File: src/rtl/conversor_pkg.sv
// Shared types and constants for the sequential base converter:
// base codes, FSM states, blank glyph and digit width per base.
package conversor_pkg;

  typedef enum logic [1:0] {
    BASE_DEC = 2'b00,
    BASE_HEX = 2'b01,
    BASE_OCT = 2'b10,
    BASE_BIN = 2'b11
  } base_t;

  typedef enum logic [2:0] {
    OCIOSO,
    DIVIDE,
    GRAVA,
    DIGITO,
    FIM
  } estado_t;

  localparam logic [6:0] SEG_APAGADO = 7'b1111111;

  // Decimal is not a power of two, so it has no shift width and reports 0.
  function automatic int unsigned bits_por_digito(base_t base);
    case (base)
      BASE_HEX: return 4;
      BASE_OCT: return 3;
      BASE_BIN: return 1;
      default:  return 0;
    endcase
  endfunction

endpackage

File: src/rtl/decodificador_7seg.sv
// Hex digit to active-low 7-segment glyph, segment a in bit 0 through g in bit 6.
module decodificador_7seg
  import conversor_pkg::*;
(
  input  logic [3:0] digito,
  output logic [6:0] segmentos
);

  always_comb begin
    segmentos = SEG_APAGADO;
    case (digito)
      4'h0: segmentos = 7'b1000000;
      4'h1: segmentos = 7'b1111001;
      4'h2: segmentos = 7'b0100100;
      4'h3: segmentos = 7'b0110000;
      4'h4: segmentos = 7'b0011001;
      4'h5: segmentos = 7'b0010010;
      4'h6: segmentos = 7'b0000010;
      4'h7: segmentos = 7'b1111000;
      4'h8: segmentos = 7'b0000000;
      4'h9: segmentos = 7'b0010000;
      4'hA: segmentos = 7'b0001000;
      4'hB: segmentos = 7'b0000011;
      4'hC: segmentos = 7'b1000110;
      4'hD: segmentos = 7'b0100001;
      4'hE: segmentos = 7'b0000110;
      4'hF: segmentos = 7'b0001110;
      default: segmentos = SEG_APAGADO;
    endcase
  end

endmodule

File: src/rtl/divisor_serial_10.sv
// Restoring divide-by-10, one quotient bit per passo; the dividend register
// shifts left and collects the quotient bits in its place.
module divisor_serial_10 #(
  parameter int LARGURA = 16
) (
  input  logic               clk,
  input  logic               rst,
  input  logic               carrega,
  input  logic               passo,
  input  logic [LARGURA-1:0] dividendo,
  output logic [LARGURA-1:0] quociente,
  output logic [3:0]         resto
);

  logic [4:0] parcial;
  logic [4:0] subtraido;
  logic       cabe;

  // The remainder stays below 10, so the partial value never exceeds 19.
  assign parcial   = {resto, quociente[LARGURA-1]};
  assign cabe      = (parcial >= 5'd10);
  assign subtraido = parcial - 5'd10;

  always_ff @(posedge clk or posedge rst) begin
    if (rst) begin
      quociente <= '0;
      resto     <= '0;
    end else if (carrega) begin
      quociente <= dividendo;
      resto     <= '0;
    end else if (passo) begin
      quociente <= {quociente[LARGURA-2:0], cabe};
      resto     <= cabe ? subtraido[3:0] : parcial[3:0];
    end
  end

endmodule

File: src/rtl/conversor_bases_seq.sv
// Sequential base converter: peels digits off the captured value one at a time
// and commits digits, glyphs and the overflow flag in a single FIM cycle.
module conversor_bases_seq
  import conversor_pkg::*;
#(
  parameter int LARGURA = 16,
  parameter int NUM_DIG = 6
) (
  input  logic                 clk,
  input  logic                 rst,
  input  logic                 iniciar,
  input  logic [LARGURA-1:0]   valor_binario,
  input  logic [1:0]           base_selecionada,
  output logic                 ocupado,
  output logic                 pronto,
  output logic                 estouro,
  output logic [4*NUM_DIG-1:0] digitos,
  output logic [7*NUM_DIG-1:0] HEX
);

  localparam int IDX_W = $clog2(NUM_DIG + 1);
  localparam int CNT_W = $clog2(LARGURA + 1);

  estado_t              estado, prox_estado;
  base_t                base;
  logic [LARGURA-1:0]   dividendo, dividendo_desloc, quociente, entrada_div;
  logic [3:0]           resto, digito_novo;
  logic [IDX_W-1:0]     idx;
  logic [CNT_W-1:0]     cnt;
  logic [4*NUM_DIG-1:0] buf_trab;
  logic [7*NUM_DIG-1:0] hex_prox;
  logic                 ultimo, sai_grava, sai_digito;
  logic                 carrega_div, passo_div, armazena;

  assign ultimo           = (idx == IDX_W'(NUM_DIG - 1));
  assign dividendo_desloc = dividendo >> bits_por_digito(base);
  assign sai_grava        = (quociente == '0) || ultimo;
  assign sai_digito       = (dividendo_desloc == '0) || ultimo;
  assign entrada_div      = (estado == OCIOSO) ? valor_binario : quociente;

  always_comb begin
    digito_novo = 4'd0;
    if (estado == GRAVA) begin
      digito_novo = resto;
    end else begin
      case (base)
        BASE_HEX: digito_novo = dividendo[3:0];
        BASE_OCT: digito_novo = {1'b0, dividendo[2:0]};
        BASE_BIN: digito_novo = {3'b000, dividendo[0]};
        default:  digito_novo = 4'd0;
      endcase
    end
  end

  divisor_serial_10 #(.LARGURA(LARGURA)) u_divisor (
    .clk       (clk),
    .rst       (rst),
    .carrega   (carrega_div),
    .passo     (passo_div),
    .dividendo (entrada_div),
    .quociente (quociente),
    .resto     (resto)
  );

  always_ff @(posedge clk or posedge rst) begin
    if (rst) estado <= OCIOSO;
    else     estado <= prox_estado;
  end

  always_comb begin
    prox_estado = estado;
    case (estado)
      OCIOSO: if (iniciar)
                prox_estado = (base_t'(base_selecionada) == BASE_DEC) ? DIVIDE : DIGITO;
      DIVIDE: if (cnt == CNT_W'(LARGURA - 1)) prox_estado = GRAVA;
      GRAVA:  prox_estado = sai_grava ? FIM : DIVIDE;
      DIGITO: if (sai_digito) prox_estado = FIM;
      FIM:    prox_estado = OCIOSO;
      default: prox_estado = OCIOSO;
    endcase
  end

  always_comb begin
    carrega_div = 1'b0;
    passo_div   = 1'b0;
    armazena    = 1'b0;
    ocupado     = (estado != OCIOSO);
    case (estado)
      OCIOSO: carrega_div = iniciar;
      DIVIDE: passo_div   = 1'b1;
      GRAVA: begin
        armazena    = 1'b1;
        carrega_div = !sai_grava;
      end
      DIGITO: armazena = 1'b1;
      default: ;
    endcase
  end

  // Only the FIM cycle touches the visible outputs, so they hold the
  // previous result throughout a conversion.
  always_ff @(posedge clk or posedge rst) begin
    if (rst) begin
      base      <= BASE_DEC;
      dividendo <= '0;
      idx       <= '0;
      cnt       <= '0;
      buf_trab  <= '0;
      pronto    <= 1'b0;
      estouro   <= 1'b0;
      digitos   <= '0;
      HEX       <= {NUM_DIG{SEG_APAGADO}};
    end else begin
      pronto <= (estado == FIM);
      case (estado)
        OCIOSO: if (iniciar) begin
          dividendo <= valor_binario;
          base      <= base_t'(base_selecionada);
          idx       <= '0;
          cnt       <= '0;
          buf_trab  <= '0;
        end
        DIVIDE: cnt <= cnt + 1'b1;
        GRAVA: begin
          dividendo <= quociente;
          idx       <= idx + 1'b1;
          cnt       <= '0;
        end
        DIGITO: begin
          dividendo <= dividendo_desloc;
          idx       <= idx + 1'b1;
        end
        FIM: begin
          digitos <= buf_trab;
          HEX     <= hex_prox;
          estouro <= (dividendo != '0);
        end
        default: ;
      endcase
      if (armazena) begin
        for (int p = 0; p < NUM_DIG; p++) begin
          if (idx == IDX_W'(p)) buf_trab[4*p +: 4] <= digito_novo;
        end
      end
    end
  end

  // Positions at or beyond the stored digit count are leading zeros: blank them.
  for (genvar p = 0; p < NUM_DIG; p++) begin : g_display
    logic [6:0] seg;
    decodificador_7seg u_dec (
      .digito    (buf_trab[4*p +: 4]),
      .segmentos (seg)
    );
    assign hex_prox[7*p +: 7] = (IDX_W'(p) < idx) ? seg : SEG_APAGADO;
  end

endmodule

File: config.mk
export PLATFORM = sky130hd
export DESIGN_NAME = conversor_bases_seq
export DESIGN_NICKNAME = d
export VERILOG_FILES = /design/src/rtl/conversor_pkg.sv /design/src/rtl/decodificador_7seg.sv /design/src/rtl/divisor_serial_10.sv /design/src/rtl/conversor_bases_seq.sv
export SDC_FILE = /design/constraint.sdc
export NUM_CORES = 1
export LEC_CHECK = 0
export ABC_AREA = 0
export BUFFER_PORTS_ARGS = -buffer_cell sky130_fd_sc_hd__buf_4
export CORE_ASPECT_RATIO = 0.6
export CORE_MARGIN = 4
export CORE_UTILIZATION = 30
export CTS_CLUSTER_DIAMETER = 40
export DETAILED_ROUTE_END_ITERATION = 10
export PLACE_DENSITY = 0.51
export SLEW_MARGIN = 0
export SYNTH_ARGS = -nofsm -noshare
export SYNTH_HDL_FRONTEND = slang
export SYNTH_SLANG_ARGS = --single-unit
File: constraint.sdc
create_clock -name clk -period 7.7 [get_ports clk]
set_input_delay 0.77 -clock clk [delete_from_list [all_inputs] [get_ports clk]]
set_output_delay 0.77 -clock clk [all_outputs]
set_load 0.01 [all_outputs]
# Word-level counts from Yosys, hierarchy flattened
# Memory sizes are Yosys's and may differ from the RTL's.
# Index checks and enable logic that the tools add are counted.
# word_totals
ff_bits	141
romBits	672
inputBits	21
out_inout_bits	69
word_cells	106
mem_count	6
# memory_table
name	depth	word_bits	read_ports	rd_clocked_by_memory_dff	wr	line_no	rtl
(no name shown)	16	7	1	0	0	decodificador_7seg.sv:11	case (digito)
(no name shown)	16	7	1	0	0	decodificador_7seg.sv:11	
(no name shown)	16	7	1	0	0	decodificador_7seg.sv:11	
(no name shown)	16	7	1	0	0	decodificador_7seg.sv:11	
(no name shown)	16	7	1	0	0	decodificador_7seg.sv:11	
(no name shown)	16	7	1	0	0	decodificador_7seg.sv:11	
# op_classes
add_sub_neg	3
n_lt_le_gt_ge	7
eq_ne	17
n_shift	1
muxes	39
reduce_logical	21
# op_table
cell	n
2-to-1 mux 24 bit	3
2-to-1 mux 16 bit	4
one-hot mux 16 bit (3 select lines)	1
2-to-1 mux 7 bit	6
2-to-1 mux 4 bit	10
zero test 16 bit	2
right shift 16 x 32 -> 16 bit	1
nonzero test 16 bit	1
2-to-1 mux 3 bit	5
one-hot mux 5 bit (3 select lines)	1
== test 3 x 2 -> 1 bit (second input constant)	4
one-hot mux 3 bit (4 select lines)	1
one-hot mux 4 bit (3 select lines)	1
AND reduction 2 bit	5
== test 3 bit (second input constant)	3
one-hot mux 3 bit (3 select lines)	1
nonzero test 3 bit	3
== test 3 x 1 -> 1 bit (second input constant)	2
zero test 3 bit	2
< comparator 1 x 3 -> 1 bit (first input constant)	2
< comparator 2 x 3 -> 1 bit (first input constant)	2
< comparator 3 bit (first input constant)	2
!= test 2 bit (second input constant)	3
one-hot mux 3 bit (2 select lines)	1
other kinds (18)	22

# Depth between registers and ports, before layout
# Gate-level depths: netlist of run 1.
# depth
word_depth	7
ltp_mapped	8
mapped_depth_nobuf	8

# By module
# From an unflattened synthesis of run 1, not the netlist that was laid out.
# hier_totals
hier_cells	869
area_unflattened_um2	8468.1
# modules_own_cells
mod	n_inst	cells_each	area_each_um2	seq_area_each_um2
conversor_bases_seq	1	580	5818.1	3080.5
decodificador_7seg	6	32	275.3	0.0
divisor_serial_10	1	97	998.5	500.5

# Worst setup path after synthesis of run 1
# OpenSTA, ideal clock, no wires.
# synth_path
kind	reg-to-reg
startpoint	reg base[1]
endpoint	reg estado[2]
setup_time_ps	67
arrival_ps	1701
required_time_ps	7633
slack_ps	5932
stages_incl_launch_ff	8
path_buffers	2
period_less_slack_ps	1768
cell_sequence	dfrtp_1 -> buf_6 -> buf_6 -> mux4_2 -> nor4_2 -> nand3_1 -> o21ai_1 -> and3_1
# synth_between
elab_chain_cells	7
elab_cells_between_ends	9
classes_between	eq/ne (4); shift (1); mux (1); reduce/logical (3)
# synth_rtl
element	line_no	rtl
start, declared	conversor_bases_seq.sv:25	base_t base;
start signal, assigned	conversor_bases_seq.sv:118	base <= base_t'(base_selecionada);
== test 2 bit or == test 2 x 1 -> 1 bit (tied branches)	conversor_pkg.sv:24	case (base)
one-hot mux 3 bit (3 select lines) *	conversor_pkg.sv:24	
right shift 16 x 32 -> 16 bit *	conversor_bases_seq.sv:36	assign dividendo_desloc = dividendo >> bits_por_digito(base);
zero test 16 bit *	conversor_bases_seq.sv:38	assign sai_digito = (dividendo_desloc == '0) || ultimo;
logical OR 1 bit *	conversor_bases_seq.sv:38	
!= test 2 bit (no source line) *	-	
AND reduction 3 bit (no source line) *	-	
end signal, assigned	conversor_bases_seq.sv:67	else estado <= prox_estado;
end, declared	conversor_bases_seq.sv:24	estado_t estado, prox_estado;
# Mark *: on every way between the ends. The rest lies on a longest branch, timed or not.
# A chain may end at the register's enable or synchronous reset.

# Worst setup path after layout of run 1
# layout_path
startpoint	reg estado[0]
endpoint	reg digitos[13]
# layout_between
elab_chain_cells	1
# layout_rtl
element	line_no	rtl
== test 3 bit	conversor_bases_seq.sv:115	case (estado)
end signal, assigned	conversor_bases_seq.sv:134	digitos <= buf_trab;
end, declared	conversor_bases_seq.sv:17	output logic [4*NUM_DIG-1:0] digitos,
# Every way passes these cells.

==> Flow_metrics.wiki, run 1 <==
{| class="wikitable"
! Metric !! Value
|-
| Status || completed
|-
| Fraction of synthesized area in multiplexers || about a tenth
|-
| Sequential cell area fraction in the yosys report || 45.35%
|-
| Worst-case clock skew || 0.01101 ns
|-
| Library cell occupying the most area in the post-synthesis netlist || dfrtp_1
|-
| Mapped Area || 7896 µm²
|-
| Share of the synthesized netlist area taken by xor and xnor gates || 0.2218%
|-
| Number of antenna violations at the first check in global routing || 0
|-
| Gpl congestion || around 0.80
|-
| Antenna diode count || 0
|-
| Antenna violation net count after detailed routing || 0
|-
| Max Slew Vio Count || 0
|-
| Internal cell power || 0.002395 W
|-
| Worst Path Max Fanout || 47
|-
| Initial DRC Count || 466
|-
| Number of nets in the final layout || 929
|-
| Area of the placeable core || 25620 µm²
|-
| Share of the clock period used by the worst path after layout || 33.97%
|-
| Peak supply drop || between 0.00015 and 0.0002 V
|-
| Clock power share || about a fifth
|-
| Detailed-router iteration count before antenna repair || 5
|-
| Worst min-delay path class || reg -> reg
|-
| Post-CTS setup buffer count || 0
|-
| Share of the core filled with cells || 36.65%
|-
| Post-synthesis async set-or-reset flop share || 100.0%
|-
| Switching power total || 0.001727 W
|-
| Comb power frac || 42.4%
|-
| Initial core utilization || a little under a third
|-
| Clock Sink Count || roughly 140
|-
| Congestion Overflow GR || 0
|-
| Wire length per cell || around 17 µm
|-
| Die Outline Area || 29070 µm²
|-
| Count of different cell masters after synthesis || 62
|-
| Worst r2r path cells || 5
|-
| Clock Tree Root || clkbuf_16
|-
| H-tree levels || 4
|-
| Max Cap Viol || 0
|-
| FF/Latch Area || 3581 µm²
|-
| Worst EP required || 8.01 ns
|-
| Vias in the first global route || 6017
|-
| Maximum number of pins on one net before global-route repair || 100
|-
| Filler Cells Inserted || about 2600
|-
| Main area contributors after synthesis || dfrtp_1 31%, dfstp_2 14%, ha_1 6.7%
|-
| Period minus WS final || 2.616 ns
|-
| TritonCTS clock tree || done
|-
| Most used DFF post-synth || dfrtp_1
|-
| Static Leakage || around 4 nW
|-
| Measured slew at the worst slew-check pin || ~1.2 ns
|-
| Die width || approximately 220 µm
|-
| Hold-fix buffers, CTS || 0
|-
| Synth Area in Simple Gates || 16.29%
|-
| Dominant combinational cell family by area after synthesis || compound AO/OA/AOI/OAI gates
|-
| Total number of vias || 6199
|-
| Global-route wire length before repair || 34660 µm
|-
| Post-synth EDFFs || 0
|-
| Fraction of layout cells with a size suffix above 1 || 22.18%
|-
| Routed vias/inst || 5.036
|-
| Worst setup path category || reg -> reg
|-
| Power per cell area || 439.0 nW/µm²
|-
| Flops & latches, synth || roughly 140
|-
| I/O pin count || 90
|-
| Synthesized-area fraction occupied by adder cells || 6.655%
|-
| Share of Yosys cell area claimed by the top area cell type || 31.37%
|-
| Share of total power consumed by net switching || 41.89%
|-
| Peak Freq || 382.3 MHz
|-
| Area of the multi-input gates || 3985 µm²
|-
| Layout Area Growth over Synthesis || 18.90%
|-
| Data arrival, critical path || 2.92 ns
|-
| Clock latency of the later-clocked register in the worst-skew pair || roughly 0.43 ns
|-
| Slew Limit Headroom || 17.99%
|-
| Height of the die || between 100 and 150 µm
|-
| Syn avg cell area || 9.785 µm²
|-
| Tot GR Track Use || 14.85%
|-
| Clock slew at reported path FFs || 0.06 ns
|-
| Number of instances in the synthesized netlist || slightly above 800
|-
| Post-synthesis compound-gate area fraction || 17.14%
|-
| Drc violations || 0
|-
| Warnings, synthesis || 0
|-
| Crit. End Element || flop
|-
| Final HPWL from detailed placement || 14720 µm
|-
| Reg power frac || 38.3%
|-
| Cts bufs inserted || 17
|-
| Type of origin of the critical path || flop
|-
| Max Buffers Root-to-Sink || 2
|-
| Post-cts gate resize count || 0
|-
| Min-Delay Path Depth || 1
|-
| Row count || 45
|-
| Number of hold violations in the final report || 0
|-
| Sum of routed wire length over all layers || 21080 µm
|-
| Net count after synthesis || 870
|-
| Unrepaired setup endpoints after global routing || no
|-
| Number of I/O port buffers || 89
|-
| Number of endpoints failing setup at the final stage || 0
|-
| Setup tns final || 0 ns
|}
==> through the flow <==
stage,power (W),hold slack [ns],std cells,area [µm²],setup slack [ns]
after floorplan,0.002686,0.4729,807,7896,3.218
after global placement,0.003336,0.4728,1199,8830,5.082
after detailed placement,0.003346,0.4762,1199,8830,5.068
after CTS,0.004168,0.4915,1231,9389,5.058
after global routing,0.004459,0.5115,1231,9389,4.890
final,0.004121,0.4858,1231,9389,5.084
==> routing by layer <==
metal	routed length, µm	vias to the layer above	GRT usage, %	share of wire (%)
met5	0	-	0	0
met4	127	0	2.965	0.60
met3	1002	12	3.465	4.8
met2	8003	127	18.90	38
met1	11940	3014	24.69	57
li1	-	3046	-	-
==> cell families after synthesis <==
logic type,Yosys count
fa+ha+maj,42
flops,141
buf+inv,82
mux,56
xor+xnor,2
simple gates,272
compound gates,212
==> power by group through the flow <==
stage	Clock (W)	Sequential, W	Combinational, W
global placement	0	0.00159	0.00175
floorplan	0	0.00142	0.00127
global route	0.000851	0.00165	0.00196
CTS	0.000821	0.00158	0.00177
detailed placement	0	0.00159	0.00176
finish	0.000796	0.00158	0.00175
==> worst max-delay path, stage by stage, from the launching register on <==
cell     delay [ns]
dfrtp_1        0.35
buf_4          0.24
inv_2          0.30
and3_4         0.61
buf_4          0.56
mux2_2         0.39
==> synth_stat cells, drive strengths merged, types with 4 or more instances <==
cell     n
inv     26
mux4    16
nor2b   18
a21o     6
a22oi    4
buf     18
nand3   47
a21oi   60
nor3b    6
a221o    4
nor4    10
ha      42
o22a    15
dfstp   42
o32a     6
o21ai   47
dfrtp   99
mux2i   14
mux2    26
nor3     6
nor2    72
clkbuf  38
nand2   82
and2    11
a211oi  27
a31oi   20
==> sequential cells by signal, summed over array words and instances, names as in the netlist <==
name	flops
estouro	1
estado	3
idx	3
HEX	42
dividendo	16
base	2
u_divisor.resto	4
cnt	5
pronto	1
u_divisor.quociente	16
buf_trab	24
digitos	24
==> area by class of cell <==
cell class / count / share of cell area, %
clock buffer: 19 / 4.717
clock inverter: 13 / 1.239
inverter: 26 / 1.093
multi-input combinational: 584 / 42.44
sequential: 141 / 38.14
tap: 352 / 4.691
timing repair buffer: 96 / 7.676
==> placed cells by master, fill, tap and decap left out, drive strengths merged, types with 27 or more instances in the layout <==
cell type	netlist	final
dfstp	42	42
ha	42	42
dfrtp	99	99
a21oi	60	60
inv	26	28
nor2	72	72
nand2	82	82
o21ai	47	47
nand3	47	47
a211oi	27	27
buf	18	96
==> worst paths after layout <==
path / startpoint / endpoint / slack [ns]
min in group asynchronous: rst / digitos[22] / 0.54
min reg2reg: digitos[10] / digitos[10] / 0.49
max: estado[0] / digitos[13] / 5.08
max reg2reg: estado[0] / digitos[13] / 5.08
min: digitos[10] / digitos[10] / 0.49
max in group asynchronous: rst / dividendo[1] / 5.99
No activity file was read; power rests on OpenSTA's default activity.
==> run 2: changes to the inputs <==
Settings changed: PLACE_DENSITY 0.51 to 0.52.
Clock period 7.7 ns to 2.1 ns, I/O delays scaled along.
==> run 2 against run 1 <==
Effect of this change:
- global-route usage is 0.70 points higher
- largest power group unchanged
- critical path type unchanged
- wire length is 3.9% higher
- combinational power grew to 4.1 times the previous value
- critical path depth is 1 higher
- design area is 4.1% higher
- highest routed layer unchanged
- clock power grew to 3.8 times the previous value
==> Flow_metrics.wiki, run 2 (same netlist as run 1, synthesis figures left out) <==
{| class="wikitable"
! Metric !! Value
|-
| Fraction of layout cells with a size suffix above 1 || 25.38%
|-
| Worst min-delay path class || in -> reg
|-
| Final worst-path setup slack || 0.1377 ns
|-
| Number of I/O port buffers || roughly 90
|-
| Worst-case clock skew || 0.01314 ns
|-
| Cts bufs inserted || 17
|-
| Global-route wire length before repair || around 36000 µm
|-
| Clock slew at reported path FFs || 0.07 ns
|-
| Wire length per cell || 17.24 µm
|-
| Most frequent standard cell in the layout excluding fill and tap cells || buf_4
|-
| Top flop regs || HEX (42), buf_trab (24), digitos (24)
|-
| Gpl congestion || approximately 0.83
|-
| Antenna diode count || 0
|-
| Setup tns final || 0 ns
|-
| Congestion Overflow GR || 0
|-
| Max Cap Viol || 0
|-
| Commonest non-fill, non-tap cells in the layout || 129 x buf_4, 98 x dfrtp_1, 82 x nand2_1
|-
| Number of endpoints failing setup at the final stage || 0
|-
| Post-CTS setup buffer count || 0
|-
| Layout Area Growth over Synthesis || 23.82%
|-
| Worst Path Max Fanout || 6
|-
| Largest reg by FF count || HEX
|-
| Peak Freq || 509.6 MHz
|-
| Antenna violation net count after detailed routing || 0
|-
| Worst setup path category || reg -> reg
|-
| Type of origin of the critical path || flop
|-
| Peak supply drop || 0.0005830 V
|-
| Max Buffers Root-to-Sink || 2
|-
| I/O pin count || 90
|-
| Setup Slack @ Placement || 0.04900 ns
|-
| TritonCTS clock tree || done
|-
| Worst r2r path cells || 6
|-
| Static Leakage || 4.214 nW
|-
| Number of nets in the final layout || 968
|-
| Data arrival, critical path || ~2.3 ns
|-
| Row count || 45
|-
| Routed vias/inst || 5.055
|-
| Number of hold violations in the final report || 0
|-
| Clock Tree Root || clkbuf_16
|-
| Number of flip-flops in the largest register || 42
|-
| Initial DRC Count || 486
|-
| Setup slack, reg-to-reg || 0.14 ns
|-
| Height of the die || 133.7 µm
|-
| Unrepaired setup endpoints after global routing || no
|-
| Power per cell area || 1614 nW/µm²
|-
| Vias in the first global route || 6087
|-
| Tot GR Track Use || 15.55%
|-
| Initial core utilization || 30.82%
|-
| Detailed-router iteration count before antenna repair || 5
|-
| Number of antenna violations at the first check in global routing || 0
|-
| Crit. End Element || flop
|-
| Worst EP required || between 2 and 2.5 ns
|-
| Clock Sink Count || 141
|-
| Die Outline Area || 29070 µm²
|-
| Period minus WS final || 1.962 ns
|-
| Drc violations || 0
|-
| Max Slew Vio Count || 0
|-
| H-tree levels || 4
|-
| Measured slew at the worst slew-check pin || 1.224 ns
|-
| Area of the placeable core || 25620 µm²
|-
| Clock latency of the later-clocked register in the worst-skew pair || 0.43 ns
|-
| Status || completed
|-
| Worst Hold Endpoint || u_divisor.quociente[8]
|-
| Sum of routed wire length over all layers || 21890 µm
|-
| Share of the clock period used by the worst path after layout || between 90% and 100%
|-
| Slew Limit Headroom || about 18%
|-
| Maximum number of pins on one net before global-route repair || 58
|-
| Final HPWL from detailed placement || 15710 µm
|-
| Critical R2R Capture || estado[2]
|-
| Min-Delay Path Depth || 3
|-
| Critical register-to-register path startpoint || base[1]
|-
| Hold wc startpoint || valor_binario[8]
|-
| Total number of vias || about 6400
|-
| Die width || roughly 220 µm
|}
-- run 2: changes by cell type in the layout (fill, tap and decap cells not counted), sizes merged --
| cell | delta |
|---|---|
| clkinvlp | -3 |
| clkbuf | +3 |
| dlygate4sd3 | +2 |
| inv | -2 |
| buf | +37 |
| clkinv | +1 |
| bufinv | +1 |
-- run 2: power by group --
part | switching, W | total (W) | internal (W) | leakage (nW)
clock network | 0.00123 | 0.00305 | 0.00181 | 0.280
logic | 0.00381 | 0.00718 | 0.00336 | 2.20
registers | 0.00142 | 0.00556 | 0.00413 | 1.73
total | 0.00647 | 0.0158 | 0.00931 | 4.21
-- run 2: critical path, cell delays in order (launching register included) --
cell and delay (ns):
dfrtp_1 0.35, buf_4 0.17, mux4_2 0.55, nor4_2 0.28, nand4b_1 0.16, o21ai_1 0.22
and3_1 0.18
-- run 2: final cells by class --
| cell class | instances | area (µm²) |
|---|---|---|
| clock buffer | 22 | 464.2 |
| timing repair buffer | 135 | 1069 |
| multi-input combinational | 584 | 4004 |
| fill | 2545 | 15840 |
| sequential | 141 | 3582 |
| tap | 352 | 440.4 |
| inverter | 26 | 101.3 |
| clock inverter | 10 | 116.4 |
-- run 2: worst max path at each step --
stage / slack [ns] / endpoint / cells after the start / start
3_5_place_dp: 0.05 / estado[2] / 5 / base[0]
4_1_cts: 0.04 / estado[2] / 5 / base[0]
5_1_grt: 0.04 / estado[2] / 6 / base[1]
6_report: 0.14 / estado[2] / 6 / base[1]
3_3_place_gp: 0.10 / estado[2] / 5 / base[0]
2_1_floorplan: 0.16 / base[0] / 1 / rst
-- run 2: routing by layer --
metal	routed length, µm	share of wire [%]	GRT usage (%)	vias up
met5	0	0	0	-
met3	1186	5.4	3.921	14
met4	166	0.76	3.071	0
met2	8046	37	19.23	133
li1	-	-	-	3137
met1	12490	57	26.14	3136
-- run 2: per-stage QoR --
| step | hold WS (ns) | cells | utilization, % | instance area [µm²] | total power [W] |
|---|---|---|---|---|---|
| 5_1_grt | 0.01942 | 1270 | 38.16 | 9777 | 0.01711 |
| 3_5_place_dp | 0.3231 | 1236 | 35.74 | 9156 | 0.01272 |
| 6_report | 0.02061 | 1270 | 38.16 | 9777 | 0.01578 |
| 4_1_cts | 0.001064 | 1270 | 38.09 | 9757 | 0.01585 |
| 2_1_floorplan | 0.3154 | 807 | - | 7900 | 0.009851 |
| 3_3_place_gp | 0.3215 | 1236 | 35.74 | 9156 | 0.01269 |
-- run 2: timing repair --
item | in CTS | in global routing
hold endpoints to repair | 7 | 0
hold buffers | 2 | 0
setup endpoints to repair | 0 | 4
resized for setup | 0 | 4
